<file path="config.mk">
export PLATFORM = sky130hd
export DESIGN_NAME = alu_sequencer
export DESIGN_NICKNAME = d
export VERILOG_FILES = /design/src/rtl/alu_sequencer.sv
export SDC_FILE = /design/constraint.sdc
export NUM_CORES = 1
export LEC_CHECK = 0
export BUFFER_PORTS_ARGS = -buffer_cell sky130_fd_sc_hd__buf_2
export CORE_MARGIN = 1.5
export CORE_UTILIZATION = 29
export DETAILED_ROUTE_END_ITERATION = 8
export GPL_ROUTABILITY_DRIVEN = 1
export PLACE_DENSITY = 0.48
export SLEW_MARGIN = 25
export SYNTH_ARGS = -nofsm -noshare
export SYNTH_HDL_FRONTEND = slang
export SYNTH_SLANG_ARGS = --single-unit
</file>
<file path="constraint.sdc">
create_clock -name clk -period 5.4 [get_ports clk]
set_clock_uncertainty 0.1 [all_clocks]
set_input_delay 0.81 -clock clk [delete_from_list [all_inputs] [get_ports clk]]
set_output_delay 0.81 -clock clk [all_outputs]
set_load 0.01 [all_outputs]
</file>
<file path="src/rtl/alu_sequencer.sv">
// alu_sequencer: 4x64 register file feeding an external ALU.
// ADD/SUB/COMPARE take three edges from accept to writeback (IDLE->EXEC->WAIT).
// LOADI writes the register file directly and stays in IDLE.
module alu_sequencer (
  input  logic               clk,
  input  logic               rst,
  input  logic               instr_valid,
  output logic               instr_ready,
  input  logic [1:0]         instr_op,
  input  logic [1:0]         instr_dst,
  input  logic [1:0]         instr_src0,
  input  logic [1:0]         instr_src1,
  input  logic signed [63:0] instr_imm,
  output logic               alu_enable,
  output logic [1:0]         alu_opcode,
  output logic signed [63:0] alu_in0,
  output logic signed [63:0] alu_in1,
  input  logic signed [64:0] alu_out,
  output logic               wb_valid,
  output logic [1:0]         wb_dst,
  output logic [63:0]        wb_data,
  output logic               ovf,
  output logic               gt,
  output logic               eq,
  output logic               lt,
  input  logic [1:0]         rd_addr,
  output logic [63:0]        rd_data
);

  localparam logic [1:0] IDLE = 2'd0;
  localparam logic [1:0] EXEC = 2'd1;
  localparam logic [1:0] WAIT = 2'd2;

  localparam logic [1:0] OP_ADD   = 2'd0;
  localparam logic [1:0] OP_SUB   = 2'd1;
  localparam logic [1:0] OP_CMP   = 2'd2;
  localparam logic [1:0] OP_LOADI = 2'd3;

  logic [1:0]       state;
  logic [3:0][63:0] regs;
  logic [1:0]       dst_q;
  logic [1:0]       op_q;

  logic [1:0]  cmp_code;
  logic [63:0] res_data;
  logic        res_ovf;

  assign instr_ready = (state == IDLE) & ~rst;
  assign rd_data     = regs[rd_addr];
  assign cmp_code    = alu_out[1:0];

  // Shape the sampled ALU result into writeback data and overflow
  always_comb begin
    res_data = alu_out[63:0];
    res_ovf  = alu_out[64] ^ alu_out[63];
    if (op_q == OP_CMP) begin
      res_data = {62'd0, cmp_code};
      res_ovf  = 1'b0;
    end
  end

  // Sequencer state, register file, ALU drive and writeback outputs
  always_ff @(posedge clk) begin
    if (rst) begin
      state      <= IDLE;
      regs       <= '0;
      dst_q      <= '0;
      op_q       <= '0;
      alu_enable <= 1'b0;
      alu_opcode <= '0;
      alu_in0    <= '0;
      alu_in1    <= '0;
      wb_valid   <= 1'b0;
      wb_dst     <= '0;
      wb_data    <= '0;
      ovf        <= 1'b0;
      gt         <= 1'b0;
      eq         <= 1'b0;
      lt         <= 1'b0;
    end else begin
      wb_valid <= 1'b0;
      case (state)
        IDLE: begin
          if (instr_valid) begin
            if (instr_op == OP_LOADI) begin
              regs[instr_dst] <= instr_imm;
              wb_valid        <= 1'b1;
              wb_dst          <= instr_dst;
              wb_data         <= instr_imm;
              ovf             <= 1'b0;
            end else begin
              // Operands captured now, so dst==src and src0==src1 are safe
              alu_in0    <= regs[instr_src0];
              alu_in1    <= regs[instr_src1];
              alu_opcode <= instr_op;
              alu_enable <= 1'b1;
              dst_q      <= instr_dst;
              op_q       <= instr_op;
              state      <= EXEC;
            end
          end
        end
        EXEC: begin
          alu_enable <= 1'b0;
          state      <= WAIT;
        end
        WAIT: begin
          regs[dst_q] <= res_data;
          wb_valid    <= 1'b1;
          wb_dst      <= dst_q;
          wb_data     <= res_data;
          ovf         <= res_ovf;
          if (op_q == OP_CMP) begin
            gt <= (cmp_code == 2'd1);
            eq <= (cmp_code == 2'd0);
            lt <= (cmp_code == 2'd2);
          end
          state <= IDLE;
        end
        default: state <= IDLE;
      endcase
    end
  end

endmodule
</file>
==> results of run 1 <==
==> report_power, final <==
| group | leakage, uW | switching (uW) | internal, uW | total, uW |
|---|---|---|---|---|
| combinational | 0.00482 | 795 | 421 | 1220 |
| sequential | 0.00375 | 99.6 | 3530 | 3630 |
| clock | 0.000924 | 1570 | 2260 | 3830 |
==> stage by stage <==
step / worst slack [ns] / total power [uW] / cells / area [sq um]
4_1_cts: 1.831 / 8742 / 3696 / 28110
2_1_floorplan: 2.424 / 4403 / 2369 / 23600
5_1_grt: 1.662 / 8993 / 3701 / 28170
3_3_place_gp: 1.814 / 4878 / 3592 / 26190
3_5_place_dp: 1.771 / 4903 / 3595 / 26260
6_report: 1.879 / 8677 / 3703 / 28180
==> synthesized netlist by cell type, types with 5 or more instances <==
cell type and n:
sky130_fd_sc_hd__nor2_1 73, sky130_fd_sc_hd__buf_2 127, sky130_fd_sc_hd__mux4_2 192, sky130_fd_sc_hd__buf_1 9, sky130_fd_sc_hd__a221oi_1 62, sky130_fd_sc_hd__buf_6 9
sky130_fd_sc_hd__a21oi_1 391, sky130_fd_sc_hd__a22oi_1 255, sky130_fd_sc_hd__nand2_1 274, sky130_fd_sc_hd__and2_1 7, sky130_fd_sc_hd__clkbuf_1 142, sky130_fd_sc_hd__a211oi_2 60
sky130_fd_sc_hd__nand2b_1 5, sky130_fd_sc_hd__a211oi_1 198, sky130_fd_sc_hd__nor3_1 66, sky130_fd_sc_hd__dfxtp_1 462
==> flip-flops by register name (all words and copies together) (netlist names) <==
signal      count
dst_q           2
op_q            2
alu_enable      1
lt              1
alu_in0        64
state           2
alu_in1        64
wb_dst          2
wb_valid        1
ovf             1
gt              1
eq              1
regs          256
wb_data        64
==> final cells by class <==
cell class / count / area [sq um] / share of cell area
antenna: 5 / 12.51 / 0.0004440
clock inverter: 15 / 132.6 / 0.004707
multi-input combinational: 1616 / 13100 / 0.4649
sequential: 462 / 9249 / 0.3282
clock buffer: 86 / 1715 / 0.06088
timing repair buffer: 459 / 2643 / 0.09378
tap: 1060 / 1326 / 0.04707
==> per-layer routing <==
layer	wire length, um	GRT usage	vias up
li1	-	-	9695
met1	43720	0.3212	11260
met2	45830	0.3656	1071
met3	8190	0.05103	191
met4	2501	0.06610	8
met5	41	0	-
==> final timing paths <==
| kind | from | end | slack, ns | cells past startpoint |
|---|---|---|---|---|
| worst max-delay path | state[1]$_SDFFE_PP0P_ | regs[162]$_SDFFE_PP0P_ | 1.88 | 6 |
| worst max register to register | state[1]$_SDFFE_PP0P_ | regs[162]$_SDFFE_PP0P_ | 1.88 | 6 |
| worst min-delay path | alu_in1[56]$_SDFFE_PP0P_ | alu_in1[56]$_SDFFE_PP0P_ | 0.35 | 2 |
| worst min register to register | alu_in1[56]$_SDFFE_PP0P_ | alu_in1[56]$_SDFFE_PP0P_ | 0.35 | 2 |
==> worst max-delay path: stages, from the launching register on <==
cell and delay, ns:
sky130_fd_sc_hd__dfxtp_1 0.56, sky130_fd_sc_hd__nor2b_4 0.64, sky130_fd_sc_hd__mux2i_4 0.32, sky130_fd_sc_hd__buf_4 0.44
sky130_fd_sc_hd__and2_4 0.85, sky130_fd_sc_hd__buf_4 0.32, sky130_fd_sc_hd__a211oi_1 0.09
==> cells by family after synthesis <==
| family | share of synthesized area |
|---|---|
| AOI/OAI and AO/OA | 0.2836 |
| xor gates and xnor gates | 0.0003712 |
| buffers and inverters | 0.05652 |
| DFF | 0.3919 |
| muxes | 0.1851 |
| and+or+nand+nor | 0.08249 |
==> run summary, run 1 <==
Number of fill cells = 8122
Ys async rst share = 0
Buffers on Ports = 408
Count of synthesis-stage warnings from yosys = 0
Leak = 0.009485 uW
Achievable frequency = 0.2840 GHz
Run status = finished, final reports clean
Via count = 22220
Crit share post-route = 0.6521
Proportion of layout cells with a drive suffix above 1 = 0.3124
Die extent in y = 288.3 um
Post-synth cell types = 36
Number of endpoints with negative hold slack in the final report = 0
Final HPWL from detailed placement = 58710 um
Total grt overflow = 0
CTS Sinks = 462
Initial antenna violation count = 8
Power density cells = 307.9 mW/mm^2
Area leader, netlist = sky130_fd_sc_hd__dfxtp_1
First DRT Iteration DRCs = 2088
Relative max-transition margin = 0.2677
Utilization after layout = 0.3498
All-layer global routing usage = 0.2329
Arrival time worst endpoint = 3.87 ns
Total setup buffers inserted after CTS = 0
Mean post-synth cell area = 9.962 sq um
Die ar. = 0.08310 sq mm
Post-cts repair resize count = 0
Total nets after synthesis = 2511
Largest net degree at the start of global routing = 209
First-pass GRT wire length = 146200 um
Portion of the post-synthesis area used by sequential elements = 0.3919
Critical setup path kind = reg2reg
Critical path required time = 5.75 ns
Top post-synthesis cells by area = sky130_fd_sc_hd__dfxtp_1, sky130_fd_sc_hd__mux4_2, sky130_fd_sc_hd__a21oi_1, sky130_fd_sc_hd__a22oi_1, sky130_fd_sc_hd__a211oi_1
Hold slack final = 0.3505 ns
Number of design rule violations left after detail routing = 0
Max Fanout on Critical Path = 55
Accumulated negative setup slack = 0 ns
Initial cell density of the core = 0.2930
Vias in the first global route = 21790
MaxCap Viol Count = 0
Standard cell core area = 0.08055 sq mm
Area fraction of the dominant cell type after synthesis = 0.3919
Synth Cell Area = 0.02360 sq mm
Cells after Synth = 2369
Count of pins over their slew limit = 0
CTS Hold Buffers Added = 0
TritonCTS Buffers = 55
Clk_lat worst skew = 0.61 ns
Worst setup EP type = flop
Startpoint kind of the worst setup timing path = flop
Most common cell after layout, fill and taps aside = sky130_fd_sc_hd__dfxtp_1
Path class of the lowest-slack min-delay path = reg2reg
Root buffer cell = sky130_fd_sc_hd__clkbuf_16
Relative area change from synthesis to final layout = 19.40%
Avg Vias per Cell = 6.001
EDFF count, synth = 0
Number of primary I/O pins = 409
Clock tree from TritonCTS = done
Most frequent cells in the layout = sky130_fd_sc_hd__dfxtp_1, sky130_fd_sc_hd__buf_2, sky130_fd_sc_hd__a21oi_1
Number of setup violations in the final report = 0
Period minus WS final = 3.521 ns
FP Rows = 104
Detailed-routing iteration count for the pre-antenna-repair pass = 5
Actual slew at the worst max-slew pin = 1.099 ns
Wire length per cell = 27.08 um
Primary flip-flop cell chosen by synthesis mapping = sky130_fd_sc_hd__dfxtp_1
H-Tree Depth = 2
Unrepaired setup endpoints after global routing = false
Final layout net count = 2736
Clock-pin slew on the worst setup and hold paths = 0.06 ns
Number of synthesized register bits = 462
Placer Congestion = 0.7762
Width of the chip = 288.3 um
CTS max path bufs = 3
Final ANT Viol Nets = 0
Max VDD drop = 0.0002874 V
Total wirelength of the detailed-routed design = 100300 um
No activity file was read; power rests on OpenSTA's default activity.
==> run 2, diff against run 1 <==
--- a/config.mk
+++ b/config.mk
@@ -5,12 +5,13 @@
 export SDC_FILE = /design/constraint.sdc
 export NUM_CORES = 1
 export LEC_CHECK = 0
+export ABC_AREA = 1
 export BUFFER_PORTS_ARGS = -buffer_cell sky130_fd_sc_hd__buf_2
 export CORE_MARGIN = 1.5
 export CORE_UTILIZATION = 29
 export DETAILED_ROUTE_END_ITERATION = 8
 export GPL_ROUTABILITY_DRIVEN = 1
-export PLACE_DENSITY = 0.48
+export PLACE_DENSITY = 0.49
 export SLEW_MARGIN = 25
 export SYNTH_ARGS = -nofsm -noshare
 export SYNTH_HDL_FRONTEND = slang
==> constraint.sdc (replaced) <==
create_clock -name clk -period 3.15 [get_ports clk]
set_clock_uncertainty 0.1 [all_clocks]
set_input_delay 0.4725 -clock clk [delete_from_list [all_inputs] [get_ports clk]]
set_output_delay 0.4725 -clock clk [all_outputs]
set_load 0.01 [all_outputs]
==> run 2 against run 1 <==
Via count grew 36%; synthesized cell count grew 100%; power grew 89%; first-iteration DRC count grew 20%; utilization is essentially flat; global-route usage grew 0.36 points; die area grew 16%; worst setup slack lost 1.3 ns; clock power grew 77%; critical endpoint is now rd_data[20]; final area grew 17%.
==> run summary, run 2 <==
Number of design rule violations left after detail routing = 0 (unchanged)
Vias in the first global route = 27890 (was 21790)
Count of pins over their slew limit = 0 (unchanged)
Top cell types by occurrence after synthesis = sky130_fd_sc_hd__nand2_1, sky130_fd_sc_hd__nor2_1, sky130_fd_sc_hd__dfxtp_1 (was sky130_fd_sc_hd__dfxtp_1, sky130_fd_sc_hd__a21oi_1, sky130_fd_sc_hd__nand2_1)
Post-cts repair resize count = 0 (unchanged)
TritonCTS Buffers = 59 (was 55)
Startpoint of the worst-slack reg-to-reg timing path = state[1]$_SDFFE_PP0P_ (unchanged)
Total setup buffers inserted after CTS = 0 (unchanged)
Number of setup violations in the final report = 0 (unchanged)
Standard cell core area = 0.09375 sq mm (was 0.08055 sq mm)
Number of endpoints with negative hold slack in the final report = 0 (unchanged)
Initial antenna violation count = 4 (was 8)
Die ar. = 0.09681 sq mm (was 0.08310 sq mm)
Clk_lat worst skew = 0.66 ns (was 0.61 ns)
Max VDD drop = 0.0002997 V (was 0.0002874 V)
Post-synth cell types = 23 (was 36)
Power density cells = 499.6 mW/mm^2 (was 307.9 mW/mm^2)
Detailed-routing iteration count for the pre-antenna-repair pass = 6 (was 5)
Crit share post-route = 0.8107
CTS Hold Buffers Added = 5 (was 0)
P_sw = 5267 uW (was 2466 uW)
Cell-by-cell trace of the critical path = buf_4, inv_6, buf_4, o21ai_0, a21oi_1, a21oi_1, buf_2 (was nor2b_4, mux2i_4, buf_4, and2_4, buf_4, a211oi_1)
Share of total power in combinational logic = 0.193 (was 0.140)
Setup slack on the worst flop-to-flop path = 0.88 ns (was 1.88 ns)
CTS max path bufs = 3 (unchanged)
Arrival time worst endpoint = 1.98 ns (was 3.87 ns)
Run status = finished, final reports clean (unchanged)
Final layout net count = 5122 (was 2736)
Worst setup EP type = output port (was flop)
All-layer global routing usage = 0.2365 (was 0.2329)
Proportion of layout cells with a drive suffix above 1 = 0.1329 (was 0.3124)
Achievable frequency = 0.3916 GHz
Critical path required time = 2.58 ns (was 5.75 ns)
Area fraction of the dominant cell type after synthesis = 0.3359 (was 0.3919)
Via count = 30190 (was 22220)
Total grt overflow = 0 (unchanged)
Width of the chip = 311.1 um (was 288.3 um)
Count of synthesis-stage warnings from yosys = 0 (unchanged)
Number of primary I/O pins = 409 (unchanged)
Portion of the post-synthesis area used by sequential elements = 0.3359 (was 0.3919)
Slowest stage cell, crit path = sky130_fd_sc_hd__inv_6 (was sky130_fd_sc_hd__and2_4)
Total buffers and inverters traversed by the critical path = 4 (was 2)
RR Endpoint = alu_in0[47]$_SDFFE_PP0P_ (was regs[162]$_SDFFE_PP0P_)
Primary flip-flop cell chosen by synthesis mapping = sky130_fd_sc_hd__dfxtp_1 (unchanged)
Initial cell density of the core = 0.2937 (was 0.2930)
Placer Congestion = 0.8466 (was 0.7762)
Largest stage delay on the critical path = 0.43 ns (was 0.85 ns)
Ys async rst share = 0 (unchanged)
EDFF count, synth = 0 (unchanged)
Largest net degree at the start of global routing = 134 (was 209)
Unrepaired setup endpoints after global routing = false (unchanged)
Period minus WS final = 2.554 ns
Root buffer cell = sky130_fd_sc_hd__clkbuf_16 (unchanged)
Synth Cell Area = 0.02754 sq mm (was 0.02360 sq mm)
Worst Hold Endpoint = ovf$_SDFFE_PP0P_ (was alu_in1[56]$_SDFFE_PP0P_)
Top post-synthesis cells by area = sky130_fd_sc_hd__dfxtp_1, sky130_fd_sc_hd__nand2_1, sky130_fd_sc_hd__nor2_1, sky130_fd_sc_hd__o21ai_0, sky130_fd_sc_hd__a21oi_1 (was sky130_fd_sc_hd__dfxtp_1, sky130_fd_sc_hd__mux4_2, sky130_fd_sc_hd__a21oi_1, sky130_fd_sc_hd__a22oi_1, sky130_fd_sc_hd__a211oi_1)
Area leader, netlist = sky130_fd_sc_hd__dfxtp_1 (unchanged)
Final ANT Viol Nets = 0 (unchanged)
Leading cell type by number of instances after synthesis = sky130_fd_sc_hd__nand2_1 (was sky130_fd_sc_hd__dfxtp_1)
Wire length per cell = 18.81 um (was 27.08 um)
Accumulated negative setup slack = 0 ns (unchanged)
Most common cell after layout, fill and taps aside = sky130_fd_sc_hd__nand2_1 (was sky130_fd_sc_hd__dfxtp_1)
H-Tree Depth = 2 (unchanged)
Total nets after synthesis = 4909 (was 2511)
Path class of the lowest-slack min-delay path = in2reg (was reg2reg)
Cells after Synth = 4767 (was 2369)
Critical setup path kind = in2out (was reg2reg)
Actual slew at the worst max-slew pin = 0.9048 ns (was 1.099 ns)
Sw Ratio = 0.3210 (was 0.2842)
FP Rows = 112 (was 104)
Number of synthesized register bits = 462 (unchanged)
Relative area change from synthesis to final layout = 19.26% (was 19.40%)
Relative max-transition margin = 0.3968 (was 0.2677)
Final HPWL from detailed placement = 76680 um (was 58710 um)
Startpoint kind of the worst setup timing path = input port (was flop)
Hold wc startpoint = alu_out[63] (was alu_in1[56]$_SDFFE_PP0P_)
Depth of the worst register-to-register path = 8 (was 6)
Die extent in y = 311.1 um (was 288.3 um)
Buffers on Ports = 408 (unchanged)
Design internal power = 11140 uW (was 6211 uW)
Kind of cell adding the most delay to the critical path = buffers and inverters (was simple AND/OR/NAND/NOR gates)
CTS Sinks = 462 (unchanged)
Clock tree from TritonCTS = done (unchanged)
Mean post-synth cell area = 5.776 sq um (was 9.962 sq um)
Leak = 0.01695 uW (was 0.009485 uW)
Max Fanout on Critical Path = 77 (was 55)
Hold depth = 4 (was 2)
Most frequent cells in the layout = sky130_fd_sc_hd__nand2_1, sky130_fd_sc_hd__nor2_1, sky130_fd_sc_hd__dfxtp_1 (was sky130_fd_sc_hd__dfxtp_1, sky130_fd_sc_hd__buf_2, sky130_fd_sc_hd__a21oi_1)
Clk network pwr share = 0.414 (was 0.442)
First DRT Iteration DRCs = 2503 (was 2088)
Avg Vias per Cell = 4.804 (was 6.001)
Fraction of power consumed by sequential logic = 0.393 (was 0.418)
Utilization after layout = 0.3503 (was 0.3498)
First-pass GRT wire length = 177800 um (was 146200 um)
Largest Register = regs (unchanged)
Clock-pin slew on the worst setup and hold paths = 0.05 ns (was 0.06 ns)
Max reg flops = 256 (unchanged)
MaxCap Viol Count = 0 (unchanged)
Total wirelength of the detailed-routed design = 118200 um (was 100300 um)
## run 2: changes by cell type after synthesis, sizes merged, moves of 75 or more
cell    before   now
a211oi     258     0
a22oi      255     0
clkbuf     142   217
inv          0   338
mux4       192     0
nand2      274  1634
nor2        77   998
o21ai        0   451
## run 2: worst max path at each step
| stage | from | to | slack (ns) | depth (start not counted) |
|---|---|---|---|---|
| final | rd_addr[0] | rd_data[20] | 0.60 | 7 |
| after global routing | rd_addr[0] | rd_data[17] | 0.41 | 7 |
| after CTS | rd_addr[0] | rd_data[20] | 0.58 | 7 |
| after detailed placement | rd_addr[0] | rd_data[20] | 0.59 | 7 |
| after global placement | rd_addr[0] | rd_data[20] | 0.59 | 7 |
| after floorplan | rd_addr[1] | rd_data[43] | 1.09 | 6 |
## run 2: per-stage QoR
step                      power, uW  cell area (sq um)  instances  hold WS (ns)  worst slack (ns)
final                         16410              32840       6284       0.07056            0.5963
after global routing          17180              32840       6284       0.06586            0.4098
after CTS                     16590              32830       6281       0.02492            0.5845
after detailed placement       9717              30870       6168        0.3510            0.5885
after global placement         9713              30870       6168        0.3485            0.5885
after floorplan                8395              27540       4767        0.3550             1.086
## run 2: per-layer routing
metal / part of all wire / track usage / wire [um]
met5: 0 / 0 / 0
met4: 0.034 / 0.08880 / 3963
met3: 0.057 / 0.02719 / 6758
met2: 0.44 / 0.3738 / 51890
met1: 0.47 / 0.3288 / 55610
## run 2: cell families (layout without fill, tap and decap cells)
family	after synthesis	count (layout)	synth area share
and+or+nand+nor	2712	2712	0.3898
AOI/OAI and AO/OA	909	909	0.1713
buffers and inverters	683	943	0.1026
DFF	462	462	0.3359
xor gates and xnor gates	1	1	0.0003181
other	0	3	0
## run 2: cell type report
type / instances / area, sq um
Fill cell: 10480 / 60910
Multi-Input combinational cell: 3622 / 15510
Sequential cell: 462 / 9249
Timing Repair Buffer: 497 / 3304
Clock buffer: 91 / 1789
Tap cell: 1254 / 1569
Inverter: 338 / 1290
Clock inverter: 17 / 120.1
Antenna cell: 3 / 7.507
## run 2: power groups by stage
stage	clock network, uW	registers (uW)	logic, uW
after floorplan	0	6590	1800
after global placement	0	6560	3150
after detailed placement	0	6560	3160
after CTS	6980	6440	3180
after global routing	7200	6480	3510
final	6790	6440	3170
## run 2: tightest hold or removal path: cells and delay by family
family	cells	cell delay (ns)
buffers and inverters	1	0.10
and+or+nand+nor	1	0.07
xor gates and xnor gates	1	0.07
AOI/OAI and AO/OA	1	0.06
